===== src/rtl/mem_port_arbiter.sv =====
// Arbiter for a single-ported unified memory shared by instruction fetch (IF)
// and the MEM stage (dm). Data side wins contention unless fetch has starved.
module mem_port_arbiter #(
  parameter int MEM_LAT    = 2,
  parameter int STARVE_MAX = 4
) (
  input  logic        clk,
  input  logic        reset,
  input  logic        if_req,
  input  logic [31:0] if_addr,
  output logic        if_gnt,
  output logic        if_rvalid,
  output logic [31:0] if_rdata,
  output logic        if_stall,
  input  logic        dm_req,
  input  logic        dm_wen,
  input  logic [31:0] dm_addr,
  input  logic [31:0] dm_wdata,
  output logic        dm_gnt,
  output logic        dm_rvalid,
  output logic [31:0] dm_rdata,
  output logic        dm_stall,
  output logic        mem_en,
  output logic        mem_wen,
  output logic [31:0] mem_addr,
  output logic [31:0] mem_wdata,
  input  logic [31:0] mem_rdata,
  output logic        busy
);

  localparam int LW = $clog2(MEM_LAT + 1);
  localparam int SW = $clog2(STARVE_MAX + 1);
  localparam logic OWN_IF = 1'b0;
  localparam logic OWN_DM = 1'b1;

  typedef enum logic {IDLE = 1'b0, WAIT = 1'b1} state_t;

  state_t        state_q, state_d;
  logic          owner_q, owner_d;
  logic [LW-1:0] lat_q, lat_d;
  logic [SW-1:0] starve_q, starve_d;
  logic          st_ack_q, st_ack_d;

  logic if_win, dm_win, rd_done;

  always_ff @(posedge clk or posedge reset) begin
    if (reset) begin
      state_q  <= IDLE;
      owner_q  <= OWN_IF;
      lat_q    <= '0;
      starve_q <= '0;
      st_ack_q <= 1'b0;
    end else begin
      state_q  <= state_d;
      owner_q  <= owner_d;
      lat_q    <= lat_d;
      starve_q <= starve_d;
      st_ack_q <= st_ack_d;
    end
  end

  always_comb begin
    state_d   = state_q;
    owner_d   = owner_q;
    lat_d     = lat_q;
    starve_d  = starve_q;
    st_ack_d  = 1'b0;
    if_win    = 1'b0;
    dm_win    = 1'b0;
    rd_done   = 1'b0;
    if_gnt    = 1'b0;
    if_rvalid = 1'b0;
    if_rdata  = '0;
    if_stall  = 1'b0;
    dm_gnt    = 1'b0;
    dm_rvalid = 1'b0;
    dm_rdata  = '0;
    dm_stall  = 1'b0;
    mem_en    = 1'b0;
    mem_wen   = 1'b0;
    mem_addr  = '0;
    mem_wdata = '0;
    busy      = 1'b0;

    // Everything is gated by reset so outputs read zero while it is held.
    if (!reset) begin
      rd_done = (state_q == WAIT) && (lat_q == LW'(1));
      if (state_q == IDLE) begin
        if_win = if_req && (!dm_req || (starve_q == SW'(STARVE_MAX)));
        dm_win = dm_req && !if_win;
      end

      if_gnt = if_win;
      dm_gnt = dm_win;
      mem_en = if_win || dm_win;
      if (if_win) begin
        mem_addr = if_addr;
      end else if (dm_win) begin
        mem_addr  = dm_addr;
        mem_wen   = dm_wen;
        mem_wdata = dm_wdata;
      end

      // Read data is a combinational pass-through in the return cycle.
      if_rvalid = rd_done && (owner_q == OWN_IF);
      if_rdata  = if_rvalid ? mem_rdata : '0;
      dm_rvalid = (rd_done && (owner_q == OWN_DM)) || st_ack_q;
      dm_rdata  = (rd_done && (owner_q == OWN_DM)) ? mem_rdata : '0;

      if_stall = (if_req && !if_win) ||
                 ((state_q == WAIT) && (owner_q == OWN_IF) && !if_rvalid);
      dm_stall = (dm_req && !dm_win) ||
                 ((state_q == WAIT) && (owner_q == OWN_DM) && !dm_rvalid);
      busy     = (state_q == WAIT);

      unique case (state_q)
        IDLE: begin
          if (if_req && dm_win && (starve_q != SW'(STARVE_MAX)))
            starve_d = starve_q + SW'(1);
          if (if_win)
            starve_d = '0;
          // Stores complete in the grant cycle; only reads occupy the port.
          if (if_win || (dm_win && !dm_wen)) begin
            state_d = WAIT;
            owner_d = dm_win ? OWN_DM : OWN_IF;
            lat_d   = LW'(MEM_LAT);
          end
          st_ack_d = dm_win && dm_wen;
        end
        WAIT: begin
          lat_d = lat_q - LW'(1);
          if (rd_done)
            state_d = IDLE;
        end
        default: state_d = IDLE;
      endcase
    end
  end

endmodule

===== config.mk =====
export PLATFORM = sky130hd
export DESIGN_NAME = mem_port_arbiter
export DESIGN_NICKNAME = d
export VERILOG_FILES = /design/src/rtl/mem_port_arbiter.sv
export SDC_FILE = /design/constraint.sdc
export NUM_CORES = 1
export LEC_CHECK = 0
export BUFFER_PORTS_ARGS = -buffer_cell sky130_fd_sc_hd__buf_2
export CAP_MARGIN = 15
export CORE_AREA = 2 2 103 105
export CTS_CLUSTER_SIZE = 20
export DETAILED_ROUTE_END_ITERATION = 8
export DIE_AREA = 0 0 105 107
export GPL_ROUTABILITY_DRIVEN = 0
export HOLD_SLACK_MARGIN = 0.15
export SYNTH_ARGS = -nofsm -noshare
export SYNTH_HDL_FRONTEND = slang
export SYNTH_SLANG_ARGS = --single-unit

===== constraint.sdc =====
create_clock -name clk -period 1.7 [get_ports clk]
set_clock_uncertainty 0.2 [all_clocks]
set_input_delay 0.17 -clock clk [delete_from_list [all_inputs] [get_ports clk]]
set_output_delay 0.17 -clock clk [all_outputs]
set_load 0.02 [all_outputs]

==> metrics <==
Root Buffer Master clkbuf_8; Cell variety after synth 32; Top delay family on crit path flip-flops; CTS tree yes; setup ws final -0.394 ns; area of the multi-input gates approximately 1900 µm²; H-tree depth 1; Final Routed Wirelength between 10,000 and 15,000 µm; Arrival @ worst endpoint 1.72 ns; asr flop ratio synth 100%; aggregate global-route resource usage between 10% and 20%; critical path launch point type register; Seq cells post-synth 8; hold crit path type in2reg; Final setup violation count around 140; CP Data Required Time roughly 1.3 ns; outcome finished, violations left; initial drt markers 115; Max Root-Sink Buffers 2; Post-Syn Area about 1600 µm²; Leakage 2.65 nW; boundary pin count 270; post-synth top area cell and3_1; Die Ht between 100 and 150 µm; initial core utilization approximately 16%; initial antenna violation count 0; std cell rows 37; CTS clock-pin slew for the worst setup and hold paths 0.05 ns; violated checks negative setup slack; largest cells by area after synthesis and3_1 (25%), and2_1 (14%), a22o_1 (13%), dfrtp_1 (12%), a22o_2 (6.8%); DR vias a little under 3,000; # DRC 0; Slowest cell on crit path dfrtp_1; clock period minus worst slack roughly 2.1 ns; worst-path maximum fanout 8; GRT overflow 0; post-route cell area 5220 µm²; DR pass1 iterations 4; crit-path max cell delay approximately 0.38 ns; Yosys warning count 0; final worst path period share 123%; peak supply drop just over 0.8 mV; setup repair after global routing missed its margin yes; clk_lat worst skew 0.24 ns; HPWL after DPL approximately 7000 µm; maxcap violations 0; DR vias/cell between 4 and 5; CTS Hold Bufs 2; WS Path Type reg2out; chip width roughly 110 µm; Max Slew Vio Count 0; number of global-route vias before repair a little under 3,000; worst-margin pin slew slightly below 0.3 ns; Core ar. a little over 10,000 µm²; final net count 656; placed insts slightly above 600; Hold Vio Cnt, Final 0; largest net degree at the start of global routing 34; Reg area approximately 200 µm²; Final Non-Filler Cells approximately 650; average wire per standard cell between 15 and 20 µm; synthesized area per cell between 7 and 8 µm²; IO Port Bufs approximately 270; Crit. End Element output pin; Post-synth EDFFs 0; fill cell count ~900; Antenna Cells 0; total die area ~11,000 µm²; Synth-to-Final Area Change 223%; register area share after synthesis 12.4%; predominant post-synthesis flop cell dfrtp_1; Max Clk Rate approximately 480 MHz; Max transition margin between 80% and 90%; clock sink total 8; ANT nets after route 0; Area after DPL around 3600 µm²; top-area cell type share of the netlist area about a quarter; Pwr Density about 740 nW/µm²; post-synthesis net count about 350; layout cells sized above 1 between 90% and 100%; Num CTS Buffers 3; cells along the critical path inv_2, ha_4, nand3_4, and3_4, buf_12, a22o_1, buf_6; Worst Path Buf+Inv 3; first-pass GRT wire length about 16,000 µm; Post-Syn Instances roughly 220
## worst reg2reg max path, cell delays in order (launching register included)
cell      delay [ns]
dfrtp_1         0.36
inv_2           0.06
ha_4            0.18
a21bo_2         0.20
a221oi_1        0.26
buf_4           0.18
o22a_1          0.14
## per-layer routing
layer / wire length, µm / up-vias / global-route usage (%)
li1: - / 1401 / -
met1: 4370 / 1431 / 19.1
met2: 6710 / 126 / 34.3
met3: 625 / 21 / 2.49
met4: 223 / 0 / 4.57
met5: 0 / - / 0
## metrics by stage
| stage | utilization (%) | power, W | TNS (ns) | setup WS [ns] | hold slack [ns] |
|---|---|---|---|---|---|
| 2_1_floorplan | - | 0.00167 | -0.823 | -0.0204 | -0.0744 |
| 6_report | 51.8 | 0.00388 | -35.58 | -0.394 | 0.0855 |
| 5_1_grt | 51.8 | 0.00408 | -44.92 | -0.459 | 0.126 |
| 4_1_cts | 48.5 | 0.00359 | -40.74 | -0.396 | 0.0445 |
| 3_3_place_gp | 35.5 | 0.00242 | -4.95 | -0.114 | 0.0992 |
| 3_5_place_dp | 35.5 | 0.00246 | -7.08 | -0.139 | 0.115 |
## sequential cells by signal (all words and copies together), names as in the netlist
register	cells
starve_q	3
lat_q	2
owner_q	1
st_ack_q	1
state_q	1
## cell usage after synthesis, types with 2 or more instances
cell      number
and2_1        35
a22o_1        24
o21ai_0        3
nor2_1         7
ha_1           3
nand3_1        2
and3_1        65
nand2_1        2
a22o_2        11
clkbuf_1      14
inv_1          6
buf_6          9
and2b_2        2
buf_2          3
dfrtp_1        8
a21oi_1        5
## layout by cell type, fill, tap and decap left out, types with 2 or more instances in the layout
cell type,count
a21oi_1,4
a22o_1,13
a22o_2,2
a22o_4,20
and2_4,35
and3_4,66
buf_12,9
buf_16,3
buf_2,133
buf_4,23
buf_6,152
clkbuf_16,3
clkbuf_8,3
dfrtp_1,8
dlygate4sd3_1,2
ha_4,2
inv_1,3
inv_2,3
nor2_1,5
nor2_2,2
o21ai_0,3
## report_power, final
group          internal [W]  switching [W]  leakage, nW
clock              0.000154      0.0000835       0.0216
sequential         0.000260      0.0000689        0.101
combinational       0.00180        0.00151         2.53
total               0.00222        0.00167         2.65
## worst paths after layout
path	from	end	slack [ns]	depth (start not counted)
min in group asynchronous	reset	starve_q[0]$_DFFE_PP0P_	0.45	4
max reg2reg	starve_q[0]$_DFFE_PP0P_	lat_q[0]$_DFFE_PP0P_	0.06	6
max in group asynchronous	reset	lat_q[1]$_DFFE_PP0P_	0.49	5
min reg2reg	owner_q$_DFFE_PP0P_	owner_q$_DFFE_PP0P_	0.40	2
max	starve_q[0]$_DFFE_PP0P_	mem_addr[4]	-0.39	7
min	dm_req	owner_q$_DFFE_PP0P_	0.09	3
## cell type report
class | count | share of cell area (%)
Tap cell | 136 | 3.26
Multi-Input combinational cell | 176 | 36.0
Inverter | 6 | 0.431
Timing Repair Buffer | 325 | 55.7
Sequential cell | 8 | 3.83
Clock buffer | 3 | 0.790
## cells by family (layout without fill, tap and decap cells)
kind of cell	count (synthesis)	in the layout	synth area share (%)
fa+ha+maj	3	3	2.32
buf+inv	32	334	11.9
flops	8	8	12.4
simple gates	122	123	47.3
compound gates	50	50	26.2
## timing repair
item | CTS | global route
pin swaps | 60 | 42
endpoints found under the hold margin | 10 | 1
gates cloned | 8 | 5
gates resized for setup | 273 | 96
buffers inserted | 14 | 6
setup endpoints to repair | 136 | 136
No activity file was read; power rests on OpenSTA's default activity.
